==> src/rtl/pc_sequencer.sv <==
// pc_sequencer: IDLE/RUN/PAUSE program-counter stepper fed by an external next-address adder
module pc_sequencer #(
    parameter int          WIDTH    = 6,
    parameter int unsigned RESET_PC = 0
) (
    input  logic             clk,
    input  logic             rst_n,
    input  logic             start,
    input  logic             stop,
    input  logic             load,
    input  logic [WIDTH-1:0] load_val,
    input  logic [WIDTH-1:0] sum,
    output logic [WIDTH-1:0] pc,
    output logic             running,
    output logic             wrapped,
    output logic [7:0]       adv_cnt
);
    typedef enum logic [1:0] {IDLE, RUN, PAUSE} state_t;
    state_t           state, state_next;
    logic             advance, wrap_next;
    logic [WIDTH-1:0] pc_next;
    logic [7:0]       cnt_next;
    always_ff @(posedge clk or negedge rst_n) begin
        if (!rst_n) state <= IDLE;
        else        state <= state_next;
    end
    // Stop wins over start in RUN; a PAUSE with both high keeps waiting.
    always_comb begin
        state_next = state;
        case (state)
            IDLE:    state_next = start ? RUN : IDLE;
            RUN:     state_next = stop ? PAUSE : RUN;
            PAUSE:   state_next = (start && !stop) ? RUN : PAUSE;
            default: state_next = IDLE;
        endcase
    end
    // The stopping edge still takes sum and counts; only load suppresses an advance.
    always_comb begin
        advance   = (state == RUN) && !load;
        pc_next   = load ? load_val : (advance ? sum : pc);
        wrap_next = advance && (sum < pc);
        cnt_next  = (advance && adv_cnt != 8'hff) ? adv_cnt + 8'd1 : adv_cnt;
    end
    always_ff @(posedge clk or negedge rst_n) begin
        if (!rst_n) begin
            pc      <= WIDTH'(RESET_PC);
            running <= 1'b0;
            wrapped <= 1'b0;
            adv_cnt <= 8'd0;
        end else begin
            pc      <= pc_next;
            running <= (state_next == RUN);
            wrapped <= wrap_next;
            adv_cnt <= cnt_next;
        end
    end
endmodule
==> config.mk <==
export PLATFORM = sky130hd
export DESIGN_NAME = pc_sequencer
export DESIGN_NICKNAME = d
export VERILOG_FILES = /design/src/rtl/pc_sequencer.sv
export SDC_FILE = /design/constraint.sdc
export NUM_CORES = 1
export LEC_CHECK = 0
export BUFFER_PORTS_ARGS = -buffer_cell sky130_fd_sc_hd__buf_2
export CAP_MARGIN = 20
export CELL_PAD_IN_SITES_DETAIL_PLACEMENT = 1
export CELL_PAD_IN_SITES_GLOBAL_PLACEMENT = 1
export CORE_MARGIN = 2
export CORE_UTILIZATION = 25
export DETAILED_ROUTE_END_ITERATION = 10
export PLACE_DENSITY = 0.65
export SLEW_MARGIN = 10
export SYNTH_ARGS = -nofsm -noshare
export SYNTH_HDL_FRONTEND = slang
export SYNTH_SLANG_ARGS = --single-unit
==> constraint.sdc <==
create_clock -name clk -period 2 [get_ports clk]
set_input_delay 0.1 -clock clk [delete_from_list [all_inputs] [get_ports clk]]
set_output_delay 0.1 -clock clk [all_outputs]
set_load 0.05 [all_outputs]
* After elaboration in Yosys (flattened, before gate mapping)
Cells that the tools add are included. W data, S select, Z words.
Word-level totals: flip-flop bits (word level) 18, output and inout port bits 16, word-level logic and storage cells 25
Operators by class: add/sub/neg operators 1, $lt $le $gt $ge 1, equality and inequality tests 4, multiplexer cells 6, reductions and logical operators 8
Operator list (number):
- $mux W6 | 2
- $add A8 B1 Y8 const B | 1
- $ne A8 B8 Y1 const B | 1
- $lt A6 B6 Y1 | 1
- $pmux W2 S3 | 1
- $eq A2 B1 Y1 const B | 2
- $logic_and A1 B1 Y1 | 4
- $mux W2 | 2
- $eq A2 B2 Y1 const B | 1
- $logic_not A1 Y1 | 2
- $logic_not A2 Y1 | 1
- $reduce_bool A2 Y1 | 1
- $mux W1 | 1

* Longest topological paths before layout
depth in word-level cells 5, mapped depth 5, depth with buffers taken out 5

* Least setup slack after synthesis
OpenSTA, ideal clock, no wires.
kind register to register, start reg adv_cnt[3], end reg adv_cnt[1], library setup time 128 ps, data arrival time 1646 ps, data required time 1872 ps, path slack 227 ps, cell stages (with the launch flop) 5, path buffers 0, clock period less this slack 1773 ps, path through dfrtp_1 and3_2 nand3_2 o21ai_2 mux2_1
Between the ends: word-level cells in the longest chain between the ends 2
RTL lines:
- start, declared | line 16 | output logic [7:0] adv_cnt
- start signal, assigned | line 54 | adv_cnt <= cnt_next;
- $ne A8 B8 Y1 | line 42 | cnt_next = (advance && adv_cnt != 8'hff) ? adv_cnt + 8'd1 : adv_cnt;
- $logic_and A1 B1 Y1 | line 42
Every way passes these cells. A chain may end at the register's enable or synchronous reset.

* Worst setup path after layout
Same ends and word-level chain as after synthesis.

==> flow_summary.json <==
{
  "timing.final.hold_violations": 0,
  "cts_tree": "done",
  "port_buffers": 32,
  "finalSetupViolCount": 0,
  "diodes": 0,
  "hpwlAfterDp_um": 1780,
  "final_area_um2": 1210,
  "min_path_type": "input port to flop",
  "drt-pass1-iter-count": 2,
  "tritoncts.num_buffers": 3,
  "root_buffer": "clkbuf_8",
  "path_max_fanout": 5,
  "synth_cell_types": 28,
  "die_w_um": 65.4,
  "htree_levels": 1,
  "r2r_setup_slack_ns": 0.48,
  "fin_crit_sh_pct": 75.9,
  "synth_top_area_share_pct": 47.7,
  "criticalPathCategory": "flop to flop",
  "fin_setup_tns_ns": 0,
  "wl_per_cell_um": 12.8,
  "routabilityCongestion": 0.813,
  "fp.coreArea_um2": 3630,
  "peakVddDrop_mv": 0.291,
  "fmax_ghz": 0.658,
  "synth_edf_count": 0,
  "grt_first_pass_wirelength_um": 3670,
  "antenna_found_initial": 0,
  "grt_max_degree": 19,
  "cts_num_sinks": 18,
  "drive_gt1_share_pct": 35.5,
  "synth_area_leader_cell": "dfrtp_1",
  "die_area_um2": 4280,
  "clk_pin_slew_worst_paths_ns": 0.07,
  "synth_top_flop_cell": "dfrtp_1",
  "rsz0062_at_grt": "false",
  "required_ns": 2.13,
  "fin_nets": 149,
  "layoutNonFillerInstCount": 172,
  "synth_warnings": 0,
  "drt_wl_total_um": 2200,
  "avgSynthCellArea_um2": 10.6,
  "grt_pass1_vias": 815,
  "route.detailed.drc": 0,
  "drv_slew": 0,
  "p_leak_nw": 0.623,
  "gr-total-overflow": 0,
  "critPathLaunchType": "flop",
  "num_vias": 781,
  "tightestPinTransition_ns": 0.408,
  "fin_ws_ns": 0.481,
  "synth_area_um2": 943,
  "post-place-cells": 168,
  "status": "finished clean",
  "post-synth-top-count-cell": "dfrtp_1",
  "cap_viol_max_count": 0,
  "ioPinCount": 33,
  "netlist_top_cells_area": "dfrtp_1 48%, ha_1 8.0%, mux2i_1 6.4%",
  "post-cts-setup-buffers": 0,
  "clockBufferDepth": 2,
  "hold_ws_ns": 0.0544,
  "vias_per_cell": 4.54,
  "clk_latency_ns": 0.25,
  "crit_path_end_kind": "flop",
  "netlist_instances": 89,
  "fin_crit_ns": 1.52,
  "synth_common_cells": "18 x dfrtp_1, 10 x o21ai_0, 9 x nand2_1",
  "track_usage_pct": 11.5,
  "async_reset_ff_share_pct": 100,
  "ys_ff_latch": 18,
  "place_ws_ns": 0.457,
  "synth_fp_nets": 112,
  "post_dp_cell_area_um2": 1160,
  "syn2layout_area_growth_pct": 28.6,
  "final_antenna_net_count": 0,
  "die_h_um": 65.4,
  "initial_core_util_pct": 26.0,
  "skew_ns": 0.00278,
  "arrival_ns": 1.65,
  "slew_headroom_pct": 72.6,
  "p_per_area_nw_per_um2": 1280,
  "rows": 22,
  "ys_seq_area_share_pct": 47.7,
  "first_iter_violations": 13
}
-- final timing paths --
kind / from / to / cells past startpoint
worst min register to register: adv_cnt[4] / adv_cnt[4] / 1
worst min-delay path: load_val[3] / pc[3] / 3
worst max-delay path: adv_cnt[3] / adv_cnt[1] / 4
worst max register to register: adv_cnt[3] / adv_cnt[1] / 4
min in group asynchronous: rst_n / adv_cnt[0] / 2
max in group asynchronous: rst_n / adv_cnt[7] / 2
-- area by class of cell --
class | count | area (um^2)
clock buffers | 3 | 41.3
fillers | 440 | 2420
inverters | 5 | 18.8
multi-input cells | 64 | 465
flip-flops and latches | 18 | 450
well taps | 48 | 60.1
repair buffers | 34 | 178
-- state kept, by name, indices dropped and copies added (netlist names) --
| name | count |
|---|---|
| wrapped | 1 |
| running | 1 |
| pc | 6 |
| adv_cnt | 8 |
| state | 2 |
-- timing repair --
item	in CTS	in global routing
hold buffers	1	0
endpoints found under the hold margin	18	0
resized for setup	0	0
-- power breakdown --
part / switching [mW] / internal [mW]
Clock: 0.117 / 0.134
Sequential: 0.0935 / 0.466
Combinational: 0.507 / 0.232
-- cells in the final DEF, fill, tap and decap left out --
master and instances:
dfrtp_1 18, o21ai_2 1, a21bo_2 1, mux2_4 1, o21a_1 1, a31oi_1 2
dlygate4sd3_1 1, ha_1 6, buf_2 32, mux2_1 1, nor3_1 2, nand4_1 1
nand2_1 9, nand3_1 1, nand2b_1 3, xnor2_1 3, and4_4 1, and3_2 1
a21oi_1 6, o21ai_1 1, nand3b_1 1, a21o_1 2, nand3_2 2, o21ai_0 10
buf_4 1, clkbuf_8 3, nor3b_2 1, mux2i_1 6, nor2b_1 1, inv_1 5
-- kinds of logic after synthesis --
logic type               share of synthesized area [%]
XOR/XNOR                                          2.79
flip-flops                                        47.7
buffers and inverters                             2.92
multiplexers                                      9.15
AO/OA/AOI/OAI                                     14.7
AND/OR/NAND/NOR                                   14.7
adder cells (fa/ha/maj)                           7.96
-- stage by stage --
| stage | util [%] | power [mW] |
|---|---|---|
| 2_1_floorplan | - | 1.11 |
| 3_3_place_gp | 32.0 | 1.29 |
| 3_5_place_dp | 32.0 | 1.32 |
| 4_1_cts | 33.4 | 1.57 |
| 5_1_grt | 33.4 | 1.66 |
| 6_report | 33.4 | 1.55 |
-- critical path, cell delays in order, from the launching register on --
cell	delay, ns
dfrtp_1	0.42
and3_2	0.27
nand3_2	0.14
o21ai_2	0.22
mux2_1	0.35
-- layer usage --
layer / global-route usage [%] / share of wire, % / vias to the layer above
li1: - / - / 383
met1: 13.4 / 42 / 377
met2: 19.6 / 52 / 15
met3: 2.05 / 3.6 / 6
met4: 7.03 / 2.6 / 0
met5: 0 / 0 / -
No activity file was read; power rests on OpenSTA's default activity.
